==> config.mk <==
export PLATFORM = sky130hd
export DESIGN_NAME = mult_div_unit
export DESIGN_NICKNAME = d
export VERILOG_FILES = /design/src/rtl/cpu_pkg.sv /design/src/rtl/mult_div_unit_div_core.sv /design/src/rtl/mult_div_unit.sv
export SDC_FILE = /design/constraint.sdc
export NUM_CORES = 1
export LEC_CHECK = 0
export BUFFER_PORTS_ARGS = -buffer_cell sky130_fd_sc_hd__buf_2
export CORE_UTILIZATION = 62
export DETAILED_ROUTE_END_ITERATION = 8
export PLACE_DENSITY = 0.82
export SLEW_MARGIN = 20
export SYNTH_ARGS = -nofsm -noshare
export SYNTH_HDL_FRONTEND = slang
export SYNTH_SLANG_ARGS = --single-unit
export TNS_END_PERCENT = 1
==> constraint.sdc <==
create_clock -name clk -period 5.4 [get_ports clk]
set_input_delay 0.81 -clock clk [delete_from_list [all_inputs] [get_ports clk]]
set_output_delay 0.81 -clock clk [all_outputs]
set_load 0.01 [all_outputs]
==> src/rtl/cpu_pkg.sv <==
// Shared datapath constants and the multiply/divide responder state type.
package cpu_pkg;

  localparam int unsigned CPU_WIDTH = 32;
  localparam int unsigned CPU_CNT_W = 6;

  typedef enum logic [2:0] {
    IDLE   = 3'd0,
    MULT   = 3'd1,
    DIV    = 3'd2,
    FIX    = 3'd3,
    FINISH = 3'd4
  } md_state_t;

endpackage

==> src/rtl/mult_div_unit_div_core.sv <==
// Restoring unsigned divider on operand magnitudes: one quotient bit per step.
module div_core
  import cpu_pkg::*;
#(
  parameter int unsigned WIDTH = CPU_WIDTH,
  parameter int unsigned CNT_W = CPU_CNT_W
) (
  input  logic             clk,
  input  logic             reset,
  input  logic             load,
  input  logic             step,
  input  logic [WIDTH-1:0] dividend_mag,
  input  logic [WIDTH-1:0] divisor_mag,
  output logic [WIDTH-1:0] quotient,
  output logic [WIDTH-1:0] remainder,
  output logic             last_c
);

  logic [WIDTH-1:0] quo_q, quo_d;
  logic [WIDTH-1:0] rem_q, rem_d;
  logic [WIDTH-1:0] dsr_q, dsr_d;
  logic [CNT_W-1:0] cnt_q, cnt_d;
  logic [WIDTH:0]   shifted_c;
  logic [WIDTH:0]   trial_c;

  // Quotient register doubles as the dividend shift register.
  always_comb begin
    quo_d     = quo_q;
    rem_d     = rem_q;
    dsr_d     = dsr_q;
    cnt_d     = cnt_q;
    shifted_c = {rem_q, quo_q[WIDTH-1]};
    trial_c   = shifted_c - {1'b0, dsr_q};
    if (load) begin
      quo_d = dividend_mag;
      rem_d = '0;
      dsr_d = divisor_mag;
      cnt_d = '0;
    end else if (step) begin
      if (shifted_c >= {1'b0, dsr_q}) begin
        rem_d = trial_c[WIDTH-1:0];
        quo_d = {quo_q[WIDTH-2:0], 1'b1};
      end else begin
        rem_d = shifted_c[WIDTH-1:0];
        quo_d = {quo_q[WIDTH-2:0], 1'b0};
      end
      cnt_d = cnt_q + CNT_W'(1);
    end
  end

  always_ff @(posedge clk) begin
    if (reset) begin
      quo_q <= '0;
      rem_q <= '0;
      dsr_q <= '0;
      cnt_q <= '0;
    end else begin
      quo_q <= quo_d;
      rem_q <= rem_d;
      dsr_q <= dsr_d;
      cnt_q <= cnt_d;
    end
  end

  assign quotient  = quo_q;
  assign remainder = rem_q;
  assign last_c    = step && (cnt_q == CNT_W'(WIDTH - 1));

endmodule

==> src/rtl/mult_div_unit.sv <==
// Iterative signed multiply (radix-2 Booth) / divide (restoring) responder with done pulse.
module mult_div_unit
  import cpu_pkg::*;
#(
  parameter int unsigned WIDTH = CPU_WIDTH,
  parameter int unsigned CNT_W = CPU_CNT_W
) (
  input  logic             clk,
  input  logic             reset,
  input  logic             mult_start,
  input  logic             div_start,
  input  logic [WIDTH-1:0] op_a,
  input  logic [WIDTH-1:0] op_b,
  output logic [WIDTH-1:0] hi,
  output logic [WIDTH-1:0] lo,
  output logic             busy,
  output logic             done,
  output logic             div_zero
);

  localparam int unsigned PW = 2 * WIDTH + 1;

  md_state_t        state_q, state_d;
  logic [PW-1:0]    prod_q, prod_d;
  logic [WIDTH-1:0] mcand_q, mcand_d;
  logic [CNT_W-1:0] mcnt_q, mcnt_d;
  logic             q_neg_q, q_neg_d;
  logic             r_neg_q, r_neg_d;
  logic             dz_q, dz_d;
  logic [WIDTH-1:0] hi_q, hi_d;
  logic [WIDTH-1:0] lo_q, lo_d;
  logic             busy_q, busy_d;
  logic             done_q, done_d;
  logic             div_zero_q, div_zero_d;

  logic             div_load_c, div_step_c, div_last_c;
  logic [WIDTH-1:0] a_mag_c, b_mag_c, quo_c, rem_c, fix_quo_c, fix_rem_c;
  logic [WIDTH:0]   acc_ext_c, mcand_ext_c, booth_sum_c;
  logic [PW-1:0]    booth_next_c;

  assign a_mag_c   = op_a[WIDTH-1] ? (~op_a + WIDTH'(1)) : op_a;
  assign b_mag_c   = op_b[WIDTH-1] ? (~op_b + WIDTH'(1)) : op_b;
  assign fix_quo_c = q_neg_q ? (~quo_c + WIDTH'(1)) : quo_c;
  assign fix_rem_c = r_neg_q ? (~rem_c + WIDTH'(1)) : rem_c;

  // Booth step uses a WIDTH+1 accumulator so that subtracting the most negative multiplicand cannot overflow.
  always_comb begin
    acc_ext_c   = {prod_q[PW-1], prod_q[PW-1:WIDTH+1]};
    mcand_ext_c = {mcand_q[WIDTH-1], mcand_q};
    case (prod_q[1:0])
      2'b01:   booth_sum_c = acc_ext_c + mcand_ext_c;
      2'b10:   booth_sum_c = acc_ext_c - mcand_ext_c;
      default: booth_sum_c = acc_ext_c;
    endcase
    booth_next_c = {booth_sum_c, prod_q[WIDTH:1]};
  end

  div_core #(
    .WIDTH(WIDTH),
    .CNT_W(CNT_W)
  ) u_div_core (
    .clk         (clk),
    .reset       (reset),
    .load        (div_load_c),
    .step        (div_step_c),
    .dividend_mag(a_mag_c),
    .divisor_mag (b_mag_c),
    .quotient    (quo_c),
    .remainder   (rem_c),
    .last_c      (div_last_c)
  );

  always_comb begin
    state_d    = state_q;
    prod_d     = prod_q;
    mcand_d    = mcand_q;
    mcnt_d     = mcnt_q;
    q_neg_d    = q_neg_q;
    r_neg_d    = r_neg_q;
    dz_d       = dz_q;
    hi_d       = hi_q;
    lo_d       = lo_q;
    done_d     = 1'b0;
    div_zero_d = div_zero_q;
    div_load_c = 1'b0;
    div_step_c = 1'b0;
    case (state_q)
      IDLE: begin
        if (mult_start) begin
          mcand_d    = op_a;
          prod_d     = {{WIDTH{1'b0}}, op_b, 1'b0};
          mcnt_d     = '0;
          dz_d       = 1'b0;
          div_zero_d = 1'b0;
          state_d    = MULT;
        end else if (div_start) begin
          div_zero_d = 1'b0;
          if (op_b == '0) begin
            dz_d    = 1'b1;
            state_d = FINISH;
          end else begin
            dz_d       = 1'b0;
            div_load_c = 1'b1;
            q_neg_d    = op_a[WIDTH-1] ^ op_b[WIDTH-1];
            r_neg_d    = op_a[WIDTH-1];
            state_d    = DIV;
          end
        end
      end
      MULT: begin
        prod_d = booth_next_c;
        mcnt_d = mcnt_q + CNT_W'(1);
        if (mcnt_q == CNT_W'(WIDTH - 1)) state_d = FINISH;
      end
      DIV: begin
        div_step_c = 1'b1;
        if (div_last_c) state_d = FIX;
      end
      FIX: begin
        // Signed results reuse the product register so FINISH has a single source.
        prod_d  = {fix_rem_c, fix_quo_c, 1'b0};
        state_d = FINISH;
      end
      FINISH: begin
        done_d = 1'b1;
        if (dz_q) begin
          div_zero_d = 1'b1;
        end else begin
          hi_d = prod_q[PW-1:WIDTH+1];
          lo_d = prod_q[WIDTH:1];
        end
        state_d = IDLE;
      end
      default: state_d = IDLE;
    endcase
    busy_d = (state_d != IDLE);
  end

  always_ff @(posedge clk) begin
    if (reset) begin
      state_q    <= IDLE;
      prod_q     <= '0;
      mcand_q    <= '0;
      mcnt_q     <= '0;
      q_neg_q    <= 1'b0;
      r_neg_q    <= 1'b0;
      dz_q       <= 1'b0;
      hi_q       <= '0;
      lo_q       <= '0;
      busy_q     <= 1'b0;
      done_q     <= 1'b0;
      div_zero_q <= 1'b0;
    end else begin
      state_q    <= state_d;
      prod_q     <= prod_d;
      mcand_q    <= mcand_d;
      mcnt_q     <= mcnt_d;
      q_neg_q    <= q_neg_d;
      r_neg_q    <= r_neg_d;
      dz_q       <= dz_d;
      hi_q       <= hi_d;
      lo_q       <= lo_d;
      busy_q     <= busy_d;
      done_q     <= done_d;
      div_zero_q <= div_zero_d;
    end
  end

  assign hi       = hi_q;
  assign lo       = lo_q;
  assign busy     = busy_q;
  assign done     = done_q;
  assign div_zero = div_zero_q;

endmodule
==> reports/metrics.yaml, run 1 <==
status: "finished clean"
combPwrFrac_pct: 32.2
grt_pass1_vias: 16000
setup_viol: 0
utilization_pct: 69.9
min_path_type: "reg -> reg"
p_int_mw: 4.31
synth_top_area_cell: "dfxtp_1"
p_per_area_nw_per_um2: 340
crit_arrival_ps: 5470
synth-edff-count: 0
yosysMostFrequentCell: "nand2_1"
cp-start-kind: "flop"
power_switching_share_pct: 35.2
dp_hpwl_mm: 40.4
dp_cells: 2740
path_clk_slew_ps: 60
synth.distinct_cells: 80
die_w_um: 171
cts_root_buf: "clkbuf_16"
pwr-share-clk_pct: 32.3
p_switching_mw: 2.34
clock_path_buffers: 3
rows: 61
layout.nets: 2536
dieArea_um2: 29300
cts.sinks: 278
synth.net_count: 2493
finalNonFillerCells: 2792
min-delay-start: "hi[5]$_SDFFE_PP0P_"
cp-startpoint: "mcand_q[2]$_SDFFE_PP0P_"
firstDrtPassIters: 7
max_clock_freq_mhz: 200
slowest_stage: "nor3_1"
worst_pin_slew_ps: 1090
design.core.area_um2: 28000
ant_nets: 0
die_y_um: 171
routed-via-count: 17900
criticalPathCategory: "reg -> reg"
grt_max_degree: 101
synth_top_area_share_pct: 31.3
power_mw: 6.64
synth_flop_cell: "dfxtp_1"
slowest_delay_ps: 480
syn_inst: 2351
grt_overflow_total: 0
cts.repair.resized: 0
pwr-share-seq_pct: 35.5
layout_setup_ws_ps: 405
yosysWarnings: 0
fill_cells: 2345
routedWlPerCell_um: 20.0
drive_gt1_share_pct: 10.2
worst_ep_required_time_ps: 5880
numCtsBuffers: 30
finalClockSkew_ps: 50.8
io_buffer_count: 134
worstSetupEndpointType: "flop"
grt_pass1_wl_mm: 86.6
rr_startpoint: "mcand_q[2]$_SDFFE_PP0P_"
synth_seq_area_share_pct: 31.3
fin_crit_ps: 4990
postCtsSetupRepairBufs: 0
avgViaCountPerCell: 6.42
yosys-top-cells-count: "nand2_1 (426), dfxtp_1 (278), a21oi_1 (253)"
multi_input_area_um2: 11400
insertion_delay_ps: 600
final-hold-violation-count: 0
total_leakage_power_nw: 7.44
dpl-instance-area_um2: 18500
synth_area_leaders: "dfxtp_1 (31%), nand2_1 (9.0%), a21oi_1 (7.1%)"
route.detailed.drc: 0
grt_use_total_pct: 37.3
htreeDepth: 1
finalCritPeriodShare_pct: 92.5
drt_iter0_markers: 1842
final-seq-area_um2: 5570
slew_headroom_pct: 27.5
final.setup.tns_ps: 0
ioPinCount: 135
cts_hold_repair.buffers: 0
antenna_found_initial: 0
syn_to_final_growth_pct: 10.1
vdd_drop_max_mv: 0.310
hold_ws_ps: 450
syn-cell-area_um2: 17800
crit_chain: "or3_1, or3_1, nor3_1, a21oi_1, nor2_1, xnor2_1, ha_1, nand3_1, nor4_1, nand2_1, o31ai_1, a21oi_1, a211oi_1, nor3_1, or4_1, a31oi_1"
synth_seq_cells: 278
fin_area_um2: 19600
cts_tree: "built"
critPathMaxFanout: 7
async_flop_share_pct: 0
maxSlewViolCount: 0
pre_cts_ws_ps: 577
synth.avg_cell_area_um2: 7.56
rsz0062_at_grt: "no"
start_util_pct: 63.5
routabilityCongestion: 0.957
max_cap_violations: 0
wirelength_mm: 55.9
==> critical path: cells and delay by family, from the launching register on <==
kind / cells / cell delay (ps)
DFF: 1 / 350
xor gates and xnor gates: 1 / 180
AOI/OAI and AO/OA: 5 / 1040
adders and majority gates: 1 / 400
and+or+nand+nor: 9 / 2910
==> cells by family after synthesis <==
family	Yosys count	synth area share [%]
adder cells (fa/ha/maj)	74	5.29
AND/OR/NAND/NOR	869	22.1
buffers and inverters	219	4.96
flip-flops	278	31.3
multiplexers	32	1.82
AO/OA/AOI/OAI	682	24.8
XOR/XNOR	197	9.71
==> worst paths after layout <==
path / to / slack (ps) / cells after the start
hold reg to reg: hi[5]$_SDFFE_PP0P_ / 450 / 2
setup / recovery: prod_q[63]$_SDFFE_PP0P_ / 410 / 16
hold / removal: hi[5]$_SDFFE_PP0P_ / 450 / 2
setup reg to reg: prod_q[63]$_SDFFE_PP0P_ / 410 / 16
==> flip-flops by register name, indices dropped and copies added, names as in the netlist <==
signal and count:
busy 1, hi 32, u_div_core.dsr_q 32, dz_q 1, state_q 3, u_div_core.cnt_q 6, done 1, div_zero 1
u_div_core.remainder 32, lo 32, prod_q 65, u_div_core.quotient 32, q_neg_q 1, mcand_q 32, mcnt_q 6, r_neg_q 1
==> area by class of cell <==
class / count / area share (%)
clock buffers: 38 / 4.09
multi-input cells: 1854 / 58.2
diodes: 1 / 0.0128
repair buffers: 156 / 4.30
well taps: 378 / 2.42
flip-flops and latches: 278 / 28.4
clock inverters: 13 / 1.11
inverters: 74 / 1.42
==> power by group through the flow <==
stage	registers, mW	clock network (mW)	logic (mW)
2_1_floorplan	2.33	0	1.62
3_3_place_gp	2.39	0	2.06
3_5_place_dp	2.40	0	2.09
4_1_cts	2.35	2.16	2.10
5_1_grt	2.37	2.24	2.35
6_report	2.36	2.14	2.14
==> cells in the final DEF (no fill, tap or decap), drive strengths merged, types with 31 or more instances in the layout <==
| cell | count |
|---|---|
| a211oi | 63 |
| a21oi | 253 |
| a311oi | 51 |
| buf | 156 |
| clkbuf | 38 |
| dfxtp | 278 |
| ha | 72 |
| inv | 74 |
| nand2 | 426 |
| nand3 | 31 |
| nor2 | 193 |
| nor3 | 48 |
| o21ai | 116 |
| o31ai | 40 |
| xnor2 | 138 |
| xor2 | 59 |
==> layer usage <==
metal / vias to the layer above / part of all wire (%) / GRT usage (%)
met5: - / 0 / 0
met4: 0 / 5.1 / 18.5
met3: 145 / 7.9 / 5.02
met2: 808 / 44 / 59.0
met1: 8453 / 43 / 49.9
li1: 8519 / - / -
(Power assumes the default switching activity.)
==> run 2, diff against run 1 <==
- RECOVER_POWER: not set -> 50
==> reports/metrics.yaml, run 2 (synthesis results as in run 1) <==
status: "finished, violations left"  # was finished clean
violations: "capacitance limit, slew limit"
rows: 61  # unchanged
htreeDepth: 1  # unchanged
path_clk_slew_ps: 60  # about the same
finalCritPeriodShare_pct: 92.4  # was 92.5%
grt_pass1_vias: 16000  # unchanged
avgViaCountPerCell: 6.42  # about the same
cts.repair.resized: 0  # unchanged
criticalPathCategory: "reg -> reg"  # unchanged
grt_max_degree: 101  # unchanged
max_clock_freq_mhz: 200  # about the same
largest_reg_flops: 65  # unchanged
die_w_um: 171  # unchanged
dieArea_um2: 29300  # unchanged
final-hold-violation-count: 0  # unchanged
p_per_area_nw_per_um2: 342  # was 340 nW/um^2
grt_overflow_total: 0  # unchanged
slowest_delay_ps: 480  # about the same
io_buffer_count: 134  # unchanged
routabilityCongestion: 0.957  # unchanged
wirelength_mm: 56.0  # was 55.9 mm
routedWlPerCell_um: 20.0  # about the same
crit_arrival_ps: 5470  # about the same
worstSetupEndpointType: "flop"  # unchanged
finalClockSkew_ps: 50.3  # was 50.8 ps
top_register: "prod_q"  # unchanged
total_leakage_power_nw: 7.12  # was 7.44 nW
start_util_pct: 63.5  # unchanged
r2r_slack_ps: 410  # about the same
worst_ep_required_time_ps: 5880  # about the same
dpl-instance-area_um2: 18500  # unchanged
slowest_stage: "or4_1"  # was nor3_1
cts_root_buf: "clkbuf_16"  # unchanged
layout.nets: 2536  # unchanged
maxSlewViolCount: 332  # was 0
ant_nets: 0  # unchanged
crit_chain: "or3_1, or3_1, nor3_1, a21oi_1, nor2_1, xnor2_1, ha_1, nand3_1, nor4_1, nand2_1, o31ai_1, a21oi_1, a211oi_1, nor3_1, or4_1, a31oi_1"  # unchanged
cts_tree: "built"  # unchanged
grt_pass1_wl_mm: 86.6  # unchanged
multi_input_area_um2: 11400  # about the same
reg2regPathDepth: 16  # unchanged
cts.sinks: 278  # unchanged
rsz0062_at_grt: "no"  # unchanged
slew_headroom_pct: -83.7  # was 27.5%
design.core.area_um2: 28000  # unchanged
final-seq-area_um2: 5570  # unchanged
die_y_um: 171  # unchanged
grt_use_total_pct: 37.3  # unchanged
dp_cells: 2740  # unchanged
vdd_drop_max_mv: 0.310  # about the same
clock_path_buffers: 3  # unchanged
cts_hold_repair.buffers: 0  # unchanged
drive_gt1_share_pct: 7.17  # was 10.2%
final.setup.tns_ps: 0  # unchanged
postCtsSetupRepairBufs: 0  # unchanged
setup_viol: 0  # unchanged
fin_crit_ps: 4990  # about the same
syn_to_final_growth_pct: 9.49  # was 10.1%
finalNonFillerCells: 2792  # unchanged
critPathMaxFanout: 7  # unchanged
insertion_delay_ps: 600  # about the same
dp_hpwl_mm: 40.4  # unchanged
hold_path_depth: 2  # unchanged
fin_area_um2: 19500  # was 19600 um^2
min_path_type: "reg -> reg"  # unchanged
ioPinCount: 135  # unchanged
firstDrtPassIters: 6  # was 7
drt_iter0_markers: 1902  # was 1842
final_cell_mix: "nand2_1 (425), dfxtp_1 (278), a21oi_1 (253)"  # unchanged
antenna_found_initial: 0  # unchanged
cp-start-kind: "flop"  # unchanged
numCtsBuffers: 30  # unchanged
final_common_cell: "nand2_1"  # unchanged
route.detailed.drc: 0  # unchanged
worst_pin_slew_ps: 2760  # was 1090 ps
fill_cells: 2400  # was 2345
routed-via-count: 17900  # about the same
max_cap_violations: 6  # was 0
run 2: worst paths after layout:
check,start,to
max,mcand_q[2]$_SDFFE_PP0P_,prod_q[63]$_SDFFE_PP0P_
min,hi[23]$_SDFFE_PP0P_,hi[23]$_SDFFE_PP0P_
max reg2reg,mcand_q[2]$_SDFFE_PP0P_,prod_q[63]$_SDFFE_PP0P_
min reg2reg,hi[23]$_SDFFE_PP0P_,hi[23]$_SDFFE_PP0P_
run 2: layer usage:
layer | wire length [um] | track usage, %
met1 | 23800 | 49.9
met2 | 25000 | 59.0
met3 | 4450 | 5.02
met4 | 2780 | 18.5
met5 | 0 | 0
run 2: power by group:
part | internal, mW | switching, mW | leakage, nW
Clock | 1.28 | 0.872 | 0.497
Sequential | 2.18 | 0.179 | 2.27
Combinational | 0.843 | 1.30 | 4.36
Total | 4.31 | 2.35 | 7.12
run 2: critical path, delay by kind of cell, from the launching register on:
kind	cells	cell delay, ps
adders and majority gates	1	400
xor gates and xnor gates	1	180
and+or+nand+nor	9	2900
DFF	1	360
AOI/OAI and AO/OA	5	1060
run 2: metrics by stage:
stage               power [mW]  setup WS (ps)  util [%]  hold slack [ps]
floorplan                 3.94           1390         -              432
global placement          4.45            659      66.2              439
detailed placement        4.48            577      66.2              443
CTS                       6.61            535      69.8              451
global route              6.96           43.3      69.5              472
finish                    6.66            409      69.5              453
run 2: cell type report:
| class | count | share of cell area, % |
|---|---|---|
| Sequential cell | 278 | 28.6 |
| Inverter | 74 | 1.43 |
| Multi-Input combinational cell | 1854 | 58.5 |
| Clock buffer | 38 | 4.11 |
| Tap cell | 378 | 2.43 |
| Clock inverter | 13 | 1.12 |
| Antenna cell | 1 | 0.0129 |
| Timing Repair Buffer | 156 | 3.79 |
